**src/rtl/control_multiciclo.sv**
```systemverilog
// control_multiciclo
//   Multicycle control unit for an RV32I core. Steps one instruction at a time
//   through fetch/decode/execute/memory/writeback. In each state it drives the
//   datapath enables and selects from the instruction register and the ALU
//   zero flag. It also counts retired instructions and flags unsupported ones.
//
// Ports
//   clk_CU         in   clock, rising edge
//   reset_CU       in   synchronous reset, active low
//   inst_CU        in   [31:0] instruction register contents
//   zero_CU        in   ALU zero flag
//   pcWrite_CU     out  PC load enable
//   irWrite_CU     out  instruction register load enable
//   adrSrc_CU      out  memory address select (0 PC, 1 ALUOut)
//   memWrite_CU    out  data memory write enable
//   regWrite_CU    out  register file write enable
//   aluSrcA_CU     out  [1:0] ALU A (00 PC, 01 oldPC, 10 rs1)
//   aluSrcB_CU     out  [1:0] ALU B (00 rs2, 01 immExt, 10 const 4)
//   rscSrc_CU      out  [1:0] result (00 ALUOut, 01 mem data, 10 ALU result)
//   inmSrc_CU      out  [1:0] immediate format (00 I, 01 S, 10 B, 11 J)
//   aluControl_CU  out  [2:0] ALU op (000 add, 001 sub, 010 and, 011 or, 101 slt)
//   illegal_OUT    out  high during DECODE of an unsupported instruction
//   instret_OUT    out  [31:0] retired instruction count
//   state_OUT      out  [3:0] current state
//
// state    | meaning
// ---------+-----------------------------------------------
// FETCH    | read instruction, load IR, PC <= PC + 4
// DECODE   | classify opcode, ALUOut <= oldPC + imm
// MEMADR   | ALUOut <= rs1 + imm for lw/sw
// MEMREAD  | read data memory at ALUOut
// MEMWB    | rd <= memory data
// MEMWRITE | write rs2 to data memory at ALUOut
// EXECR    | R-type operation rs1 op rs2
// ALUWB    | rd <= ALUOut
// EXECI    | I-type operation rs1 op imm
// JAL      | PC <= target, ALUOut <= oldPC + 4
// BEQ      | compare rs1/rs2, PC <= target when equal

module control_multiciclo (
  input  logic        clk_CU,
  input  logic        reset_CU,
  input  logic [31:0] inst_CU,
  input  logic        zero_CU,
  output logic        pcWrite_CU,
  output logic        irWrite_CU,
  output logic        adrSrc_CU,
  output logic        memWrite_CU,
  output logic        regWrite_CU,
  output logic [1:0]  aluSrcA_CU,
  output logic [1:0]  aluSrcB_CU,
  output logic [1:0]  rscSrc_CU,
  output logic [1:0]  inmSrc_CU,
  output logic [2:0]  aluControl_CU,
  output logic        illegal_OUT,
  output logic [31:0] instret_OUT,
  output logic [3:0]  state_OUT
);

  typedef enum logic [3:0] {
    S_FETCH    = 4'd0,
    S_DECODE   = 4'd1,
    S_MEMADR   = 4'd2,
    S_MEMREAD  = 4'd3,
    S_MEMWB    = 4'd4,
    S_MEMWRITE = 4'd5,
    S_EXECR    = 4'd6,
    S_ALUWB    = 4'd7,
    S_EXECI    = 4'd8,
    S_JAL      = 4'd9,
    S_BEQ      = 4'd10
  } state_t;

  state_t      r_state;
  state_t      w_next;
  logic [31:0] r_instret;

  logic [6:0]  w_opcode;
  logic [2:0]  w_funct3;
  logic        w_is_lw, w_is_sw, w_is_r, w_is_i, w_is_jal, w_is_beq;
  logic        w_funct_ok;
  logic        w_illegal_inst;
  logic        w_retire;
  logic [2:0]  w_alu_dec;
  logic        w_unused_inst;

  logic        w_pc_write, w_ir_write, w_mem_write, w_reg_write;

  assign w_opcode = inst_CU[6:0];
  assign w_funct3 = inst_CU[14:12];
  assign w_unused_inst = ^{inst_CU[31], inst_CU[29:15], inst_CU[11:7]};

  assign w_is_lw  = (w_opcode == 7'b0000011);
  assign w_is_sw  = (w_opcode == 7'b0100011);
  assign w_is_r   = (w_opcode == 7'b0110011);
  assign w_is_i   = (w_opcode == 7'b0010011);
  assign w_is_jal = (w_opcode == 7'b1101111);
  assign w_is_beq = (w_opcode == 7'b1100011);

  assign w_funct_ok = (w_funct3 == 3'b000) || (w_funct3 == 3'b010) ||
                      (w_funct3 == 3'b110) || (w_funct3 == 3'b111);

  assign w_illegal_inst = !(w_is_lw || w_is_sw || w_is_jal || w_is_beq ||
                            ((w_is_r || w_is_i) && w_funct_ok));

  assign w_retire = (r_state == S_MEMWB) || (r_state == S_MEMWRITE) ||
                    (r_state == S_ALUWB) || (r_state == S_BEQ);

  // inst[30] selects sub only for R-type; for addi it is an immediate bit.
  always_comb begin
    w_alu_dec = 3'b000;
    case (w_funct3)
      3'b000:  w_alu_dec = (w_is_r && inst_CU[30]) ? 3'b001 : 3'b000;
      3'b010:  w_alu_dec = 3'b101;
      3'b110:  w_alu_dec = 3'b011;
      3'b111:  w_alu_dec = 3'b010;
      default: w_alu_dec = 3'b000;
    endcase
  end

  always_comb begin
    inmSrc_CU = 2'b00;
    if (w_is_sw)       inmSrc_CU = 2'b01;
    else if (w_is_beq) inmSrc_CU = 2'b10;
    else if (w_is_jal) inmSrc_CU = 2'b11;
  end

  always_ff @(posedge clk_CU) begin
    if (!reset_CU) begin
      r_state   <= S_FETCH;
      r_instret <= 32'd0;
    end else begin
      r_state <= w_next;
      if (w_retire) r_instret <= r_instret + 32'd1;
    end
  end

  always_comb begin
    w_next        = S_FETCH;
    w_pc_write    = 1'b0;
    w_ir_write    = 1'b0;
    w_mem_write   = 1'b0;
    w_reg_write   = 1'b0;
    adrSrc_CU     = 1'b0;
    aluSrcA_CU    = 2'b00;
    aluSrcB_CU    = 2'b00;
    rscSrc_CU     = 2'b00;
    aluControl_CU = 3'b000;
    case (r_state)
      S_FETCH: begin
        w_next     = S_DECODE;
        w_ir_write = 1'b1;
        w_pc_write = 1'b1;
        aluSrcB_CU = 2'b10;
        rscSrc_CU  = 2'b10;
      end
      S_DECODE: begin
        aluSrcA_CU = 2'b01;
        aluSrcB_CU = 2'b01;
        if (w_is_lw || w_is_sw)         w_next = S_MEMADR;
        else if (w_is_r && w_funct_ok)  w_next = S_EXECR;
        else if (w_is_i && w_funct_ok)  w_next = S_EXECI;
        else if (w_is_jal)              w_next = S_JAL;
        else if (w_is_beq)              w_next = S_BEQ;
        else                            w_next = S_FETCH;
      end
      S_MEMADR: begin
        w_next     = w_is_sw ? S_MEMWRITE : S_MEMREAD;
        aluSrcA_CU = 2'b10;
        aluSrcB_CU = 2'b01;
      end
      S_MEMREAD: begin
        w_next    = S_MEMWB;
        adrSrc_CU = 1'b1;
      end
      S_MEMWB: begin
        rscSrc_CU   = 2'b01;
        w_reg_write = 1'b1;
      end
      S_MEMWRITE: begin
        adrSrc_CU   = 1'b1;
        w_mem_write = 1'b1;
      end
      S_EXECR: begin
        w_next        = S_ALUWB;
        aluSrcA_CU    = 2'b10;
        aluControl_CU = w_alu_dec;
      end
      S_EXECI: begin
        w_next        = S_ALUWB;
        aluSrcA_CU    = 2'b10;
        aluSrcB_CU    = 2'b01;
        aluControl_CU = w_alu_dec;
      end
      S_ALUWB: begin
        w_reg_write = 1'b1;
      end
      S_JAL: begin
        w_next     = S_ALUWB;
        aluSrcA_CU = 2'b01;
        aluSrcB_CU = 2'b10;
        w_pc_write = 1'b1;
      end
      S_BEQ: begin
        aluSrcA_CU    = 2'b10;
        aluControl_CU = 3'b001;
        w_pc_write    = zero_CU;
      end
      default: w_next = S_FETCH;
    endcase
  end

  // Enables are gated by reset so nothing is written while reset is held.
  assign pcWrite_CU  = w_pc_write  & reset_CU;
  assign irWrite_CU  = w_ir_write  & reset_CU;
  assign memWrite_CU = w_mem_write & reset_CU;
  assign regWrite_CU = w_reg_write & reset_CU;

  assign illegal_OUT = (r_state == S_DECODE) && w_illegal_inst && reset_CU;
  assign instret_OUT = r_instret;
  assign state_OUT   = r_state;

endmodule

```
**config.mk**
```make
export PLATFORM = sky130hd
export DESIGN_NAME = control_multiciclo
export DESIGN_NICKNAME = d
export VERILOG_FILES = /design/src/rtl/control_multiciclo.sv
export SDC_FILE = /design/constraint.sdc
export NUM_CORES = 1
export LEC_CHECK = 0
export ABC_AREA = 1
export BUFFER_PORTS_ARGS = -buffer_cell sky130_fd_sc_hd__buf_4
export CAP_MARGIN = 20
export CELL_PAD_IN_SITES_DETAIL_PLACEMENT = 1
export CELL_PAD_IN_SITES_GLOBAL_PLACEMENT = 2
export CORE_ASPECT_RATIO = 1.1
export CORE_MARGIN = 2
export CORE_UTILIZATION = 26
export DETAILED_ROUTE_END_ITERATION = 16
export GPL_TIMING_DRIVEN = 1
export PLACE_DENSITY_LB_ADDON = 0.15
export SLEW_MARGIN = 40
export SYNTH_ARGS = -nofsm -noshare
export SYNTH_HDL_FRONTEND = slang
export SYNTH_SLANG_ARGS = --single-unit
```
**constraint.sdc**
```tcl
create_clock -name clk_CU -period 4.49 [get_ports clk_CU]
set_input_delay 0.449 -clock clk_CU [delete_from_list [all_inputs] [get_ports clk_CU]]
set_output_delay 0.449 -clock clk_CU [all_outputs]
set_load 0.01 [all_outputs]
```
==> results.txt, run 1 <==
----------------------------------------------------
[Floorplan]
  Core ar. ... 8410 um2
  Standard-cell row count ... 35
  Vertical die dimension ... 102 um
  Total Die Area ... 9470 um2
  Boundary Pins ... 88
  Die Width ... 93.0 um
  Starting utilization of the core area ... 26.9%

[Global route]
  Vias in the first global route ... 2368
  All-layer global routing usage ... 15.0%
  Met1 track demand over resource ... 19.8%
  Total gr overflow ... 0
  Initial antenna violation count ... 0
  Global routing met2 resource utilization ... 25.5%
  Global-route wire length before repair ... 11300 um
  Global-route met3 utilization ... 2.80%
  Maximum number of pins on one net before global-route repair ... 27
  Layer with the highest usage ... met2

[Logic synthesis]
  Synthesized netlist net count ... 392
  Most common cell in the synthesized netlist ... nand2_1
  Yosys warning count ... 0
  Proportion of register bits with asynchronous set or reset after synthesis ... 0%
  Share of the yosys chip area belonging to registers ... 31.8%
  Leading register cell type out of synthesis ... dfxtp_1
  Number of cells produced by synthesis ... 356
  Area share of the leading cell type in the synthesized netlist ... 31.8%
  Synthesized flop and latch total ... 36
  Avg Cell Area, Syn ... 6.36 um2
  Number of enable-type register cells in the synthesized netlist ... 0
  Most frequent cells after synthesis ... 84 x nand2_1, 66 x nor2_1, 44 x inv_1
  Post-synth cell types ... 32
  Cell Area, Synth ... 2260 um2
  Top cells by area in the synthesized netlist ... dfxtp_1 32%, nand2_1 14%, nor2_1 11%
  Library cell with the largest summed area after synthesis ... dfxtp_1

[Drt]
  Total via count in the routed design ... 2417
  DRC marker count from the first detailed-route iteration ... 70
  DRC viols ... 0
  Mean number of vias per cell ... 4.53
  Routed WL ... 6760 um
  Count of nets left with antenna violations after detail routing ... 0
  Number of detailed-route iterations in the first pass ... 4
  WL/cell ... 12.6 um

[Setup path]
  Setup crit end kind ... output pin
  Endpoint required time on the critical path ... 4040 ps
  Largest driver fanout on the critical path ... 5
  Worst R2R Start ... instret_OUT[0]
  Worst Setup SP ... state_OUT[0]
  Slack of the worst reg-to-reg path ... 2720 ps
  Cell depth of the worst flop-to-flop path ... 8
  Worst setup path endpoint ... illegal_OUT
  Terminus of the critical flop-to-flop path ... instret_OUT[30]
  Classification of the worst setup path ... flip-flop to output pin
  Arrival time at the worst endpoint ... 1920 ps
  Startpoint kind of the worst setup timing path ... flip-flop

[Timing]
  Unrepaired setup endpoints after global routing ... no
  Worst Skew ... 9.06 ps
  Final Hold Slack ... 496 ps
  Max Fclk ... 0.421 GHz
  Number of endpoints failing setup at the final stage ... 0
  Count of pins over their slew limit ... 0
  Worst Max-Slew Pin Slew ... 554 ps
  Total Neg Setup Slack ... 0 ps
  Relative slew margins ... 63.0%
  Final critical path time including I/O delays and setup ... 2370 ps
  Share of the cycle needed by the critical path after routing ... 52.9%
  Hold violation count in the final report ... 0

[Clock network]
  Clock root cell ... clkbuf_8
  Clock net sink count ... 36
  Hold-fix buffer count after cts ... 0
  Number of resized instances in the post-cts repair step ... 0
  Clock-pin slew on the worst setup and hold paths ... 70 ps
  Setup repair bufs after CTS ... 0
  Maximum clock insertion buffer count ... 2
  Level count of the clock H-tree ... 2
  TritonCTS buffer count ... 5
  Clock latency on the worst-skew pair ... 290 ps
  CTS tree ... done

[Layout]
  Filler cells ... 1121
  Final-stage net count ... 459
  Layout cell share with drive strength beyond 1 ... 23.9%
  FF/Latch Area ... 721 um2
  Multi-input logic area ... 1330 um2
  Relative area change from synthesis to final layout ... 30.2%
  Count of antenna diodes in the layout ... 0

[Place]
  Final HPWL from detailed placement ... 5400 um
  Final GP Congestion ... 0.784
  # port buffers ... 66

[Flow run]
  Max-Cap Viols ... 0

[Power and ir drop]
  Power after layout ... 0.626 mW
  Worst ir drop on vdd ... 93.0 uV
  Pleak ... 1.37 nW
  Power per Cell Area ... 212 nW/um2

[Outcome]
  Status ... completed

[Min path]
  Class of the worst hold path ... flip-flop to flip-flop

----------------------------------------------------
==> how the worst min path moves through the flow <==
stage / start / to / slack (ps) / cells past startpoint
finish: instret_OUT[12] / instret_OUT[12] / 500 / 2
global route: instret_OUT[8] / instret_OUT[8] / 520 / 2
CTS: instret_OUT[8] / instret_OUT[8] / 500 / 2
detailed placement: instret_OUT[8] / instret_OUT[8] / 490 / 2
global placement: instret_OUT[8] / instret_OUT[8] / 470 / 2
floorplan: instret_OUT[8] / instret_OUT[8] / 490 / 2
==> state kept, by name (all words and copies together) (netlist names) <==
name         count
instret_OUT     32
state_OUT        4
==> layout make-up <==
type / instances / area share [%]
clock buffer: 7 / 3.27
inverter: 45 / 5.73
multi-input combinational: 269 / 45.1
sequential: 36 / 24.4
tap: 111 / 4.71
timing repair buffer: 66 / 16.8
==> power breakdown <==
group	total (mW)	internal (mW)	switching [mW]
clock	0.253	0.137	0.116
sequential	0.322	0.320	0.00145
combinational	0.0519	0.0226	0.0293
==> layout by cell type, fill, tap and decap left out, types with 2 or more instances in the layout <==
cell and instances:
a21oi_1 27, a31oi_1 2, buf_4 66, clkbuf_8 7
dfxtp_1 36, inv_1 44, nand2_1 84, nand2_2 5
nand2_4 2, nand3_1 27, nand3_4 2, nand4_1 7
nor2_1 66, nor2_2 8, nor2_4 6, nor3_1 8
o21a_1 2, o21ai_0 12
==> metal layers <==
| metal | part of all wire (%) | up-vias |
|---|---|---|
| met3 | 3.3 | 6 |
| li1 | - | 1274 |
| met4 | 0.95 | 0 |
| met1 | 49 | 1103 |
| met2 | 47 | 34 |
| met5 | 0 | - |
==> kinds of logic after synthesis <==
logic type	count (synthesis)	share of synthesized area, %
AO/OA/AOI/OAI	45	10.6
XOR/XNOR	1	0.387
adder cells (fa/ha/maj)	1	0.552
buffers and inverters	51	9.50
flip-flops	36	31.8
AND/OR/NAND/NOR	222	47.1
==> through the flow <==
stage | instance area, um2 | std cells | utilization, % | setup slack (ps)
finish | 2950 | 534 | 35.1 | 2120
detailed placement | 2850 | 527 | 33.9 | 2400
floorplan | 2260 | 356 | - | 2630
global placement | 2850 | 527 | 33.9 | 2430
CTS | 2950 | 534 | 35.1 | 2080
global route | 2950 | 534 | 35.1 | 1870
==> worst max-delay path: stages, from the launching register on <==
cell	delay (ps)
dfxtp_1	410
inv_1	100
nor2_1	290
inv_1	100
nor2_1	240
nand4_1	150
nor3b_1	200
buf_4	150
Power figures use the tool's default switching activity.
==> run 2, diff against run 1 <==
- ABC_AREA: 1 -> 0
- CORE_UTILIZATION: 26 -> 23
- clock period: 4.49 -> 2 ns (I/O delays scaled with it)
==> run 2 against run 1 <==
Net effect:
- utilization fell by 1.3 points
- global-route usage down 2.1 points
- clock skew is 3.8 ps lower
- total power up 140%
- cell area grew 0.64%
- clock power rose to 2.5 times the previous value
- via count fell by 8.6%
- routed wire length shrank 4.4%
- sequential share of layout area hardly changed
- sequential power grew 120%
- critical endpoint is now pcWrite_CU
- largest power group unchanged
==> results.txt, run 2 <==
----------------------------------------------------
[Logic synthesis]
  Proportion of register bits with asynchronous set or reset after synthesis ... 0%
  Avg Cell Area, Syn ... 8.06 um2
  Most frequent cells after synthesis ... 36 x dfxtp_1, 24 x nor2_1, 23 x nand2_1
  Most common cell in the synthesized netlist ... dfxtp_1
  Share of the yosys chip area belonging to registers ... 34.9%
  Top cells by area in the synthesized netlist ... dfxtp_1 35%, a21oi_1 5.1%, or3_1 4.5%
  Cell Area, Synth ... 2060 um2
  Post-synth cell types ... 46
  Leading register cell type out of synthesis ... dfxtp_1
  Number of cells produced by synthesis ... 256
  Yosys warning count ... 0
  Area share of the leading cell type in the synthesized netlist ... 34.9%
  Number of enable-type register cells in the synthesized netlist ... 0
  Synthesized netlist net count ... 292
  Synthesized flop and latch total ... 36
  Library cell with the largest summed area after synthesis ... dfxtp_1

[Place]
  Cell area after placement ... 2770 um2
  Final GP Congestion ... 0.721
  Final HPWL from detailed placement ... 4780 um
  # port buffers ... 66
  Worst setup slack before clock tree synthesis ... -8.15 ps

[Layout]
  Most frequent cells in the layout ... 86 x buf_4, 33 x dfxtp_1, 23 x nand2_1, 23 x nor2_1, 21 x a21oi_1
  Multi-input logic area ... 1310 um2
  Layout cell share with drive strength beyond 1 ... 34.2%
  Commonest non-fill, non-tap cell in the layout ... buf_4
  FF/Latch Area ... 724 um2
  Filler cells ... 1100
  Design Area, Final ... 2970 um2
  Relative area change from synthesis to final layout ... 43.8%
  Final-stage net count ... 377
  Max reg flops ... 32
  Count of antenna diodes in the layout ... 0

[Clock network]
  Clock root cell ... clkbuf_8
  TritonCTS buffer count ... 5
  Level count of the clock H-tree ... 2
  Maximum clock insertion buffer count ... 2
  Clock-pin slew on the worst setup and hold paths ... 70 ps
  CTS tree ... done
  Hold-fix buffer count after cts ... 0
  Clock net sink count ... 36
  Clock latency on the worst-skew pair ... 280 ps

[Timing]
  Worst Skew ... 5.29 ps
  Worst Slack Setup Final ... 87.5 ps
  Share of the cycle needed by the critical path after routing ... 95.6%
  Max Fclk ... 0.523 GHz
  Relative slew margins ... 68.6%
  Hold violation count in the final report ... 0
  Count of pins over their slew limit ... 0
  Total Neg Setup Slack ... 0 ps
  Number of endpoints failing setup at the final stage ... 0
  Worst Max-Slew Pin Slew ... 466 ps
  Final Hold Slack ... 176 ps
  Final critical path time including I/O delays and setup ... 1910 ps

[Setup path]
  Cell class contributing the biggest share of worst-path delay ... buffers and inverters
  Slowest cell on the critical path ... a2111oi_4
  Maximum single-stage delay on the critical path ... 360 ps
  Setup crit end kind ... output pin
  Classification of the worst setup path ... flip-flop to output pin
  Startpoint kind of the worst setup timing path ... flip-flop
  Crit path cell chain ... buf_4 -> buf_4 -> nand2b_2 -> a2111oi_4 -> buf_4
  Arrival time at the worst endpoint ... 1710 ps
  Endpoint required time on the critical path ... 1800 ps
  CP bufs+invs ... 3
  Most frequent CP cell ... buf_4
  Largest driver fanout on the critical path ... 7

[Power and ir drop]
  Portion of total power attributed to combinational logic ... 8.8%
  Pleak ... 1.20 nW
  Worst ir drop on vdd ... 342 uV
  Sequential share of power ... 48.4%
  Power per Cell Area ... 502 nW/um2
  P_sw ... 0.339 mW
  Pint ... 1.15 mW
  Portion of total power attributed to the clock network ... 42.8%
  Switching share of power ... 22.8%

[Global route]
  Total gr overflow ... 0
  Vias in the first global route ... 2007
  Global-route wire length before repair ... 9960 um
  Maximum number of pins on one net before global-route repair ... 32
  All-layer global routing usage ... 12.9%
  Initial antenna violation count ... 0

[Floorplan]
  Boundary Pins ... 88
  Standard-cell row count ... 36
  Die Width ... 94.3 um
  Core ar. ... 8780 um2
  Total Die Area ... 9750 um2
  Starting utilization of the core area ... 23.5%
  Vertical die dimension ... 103 um

[Drt]
  Mean number of vias per cell ... 4.85
  Number of detailed-route iterations in the first pass ... 4
  DRC marker count from the first detailed-route iteration ... 48
  Count of nets left with antenna violations after detail routing ... 0
  DRC viols ... 0
  Routed WL ... 6460 um
  WL/cell ... 14.2 um
  Total via count in the routed design ... 2210

[Outcome]
  Status ... completed

[Min path]
  Class of the worst hold path ... input port to flip-flop

[Flow run]
  Max-Cap Viols ... 0

----------------------------------------------------
[run 2: cells by family after synthesis]
kind of cell	share of synthesized area [%]
and+or+nand+nor	37.6
AOI/OAI and AO/OA	16.4
DFF	34.9
buffers and inverters	4.06
xor gates and xnor gates	5.94
muxes	0.485
adders and majority gates	0.606
[run 2: cell type report]
| class | count | area share, % |
|---|---|---|
| Tap cell | 114 | 4.81 |
| Timing Repair Buffer | 87 | 22.1 |
| Multi-Input combinational cell | 204 | 44.1 |
| Sequential cell | 36 | 24.4 |
| Inverter | 7 | 0.885 |
| Clock buffer | 6 | 2.45 |
| Clock inverter | 2 | 1.18 |
[run 2: repair_timing]
action                     CTS  global route
setup endpoints to repair    4            11
gates resized for setup      2            12
buffers inserted             3             1
gates cloned                 0             1
pin swaps                    1             3
[run 2: routing by layer]
| layer | GRT usage [%] | vias up | routed length (um) |
|---|---|---|---|
| li1 | - | 1107 | - |
| met1 | 17.6 | 1058 | 3190 |
| met2 | 20.7 | 40 | 2960 |
| met3 | 2.68 | 5 | 241 |
| met4 | 3.34 | 0 | 68 |
| met5 | 0 | - | 0 |
[run 2: stage by stage]
stage / instances / util, % / total power [mW]
after floorplan: 256 / - / 0.798
after global placement: 443 / 31.6 / 0.865
after detailed placement: 443 / 31.6 / 0.866
after CTS: 454 / 33.1 / 1.52
after global routing: 456 / 33.8 / 1.56
final: 456 / 33.8 / 1.49
[run 2: final timing paths]
| check | startpoint | endpoint | slack [ps] | cells past startpoint |
|---|---|---|---|---|
| max | state_OUT[1] | pcWrite_CU | 90 | 5 |
| min | reset_CU | instret_OUT[13] | 180 | 2 |
| max reg2reg | instret_OUT[1] | instret_OUT[20] | 160 | 6 |
| min reg2reg | instret_OUT[31] | instret_OUT[31] | 510 | 2 |
[run 2: power by group through the flow]
| stage | registers, mW | logic (mW) | clock network [mW] |
|---|---|---|---|
| after floorplan | 0.738 | 0.0598 | 0 |
| after global placement | 0.738 | 0.127 | 0 |
| after detailed placement | 0.738 | 0.128 | 0 |
| after CTS | 0.721 | 0.129 | 0.666 |
| after global routing | 0.722 | 0.143 | 0.692 |
| final | 0.721 | 0.131 | 0.637 |
[run 2: worst reg2reg max path, cell delays in order (launching register included)]
cell and delay (ps):
dfxtp_1 390, ha_2 240, and3_1 150, and3_2 250
nand4_4 160, or4_1 420, a21oi_1 150
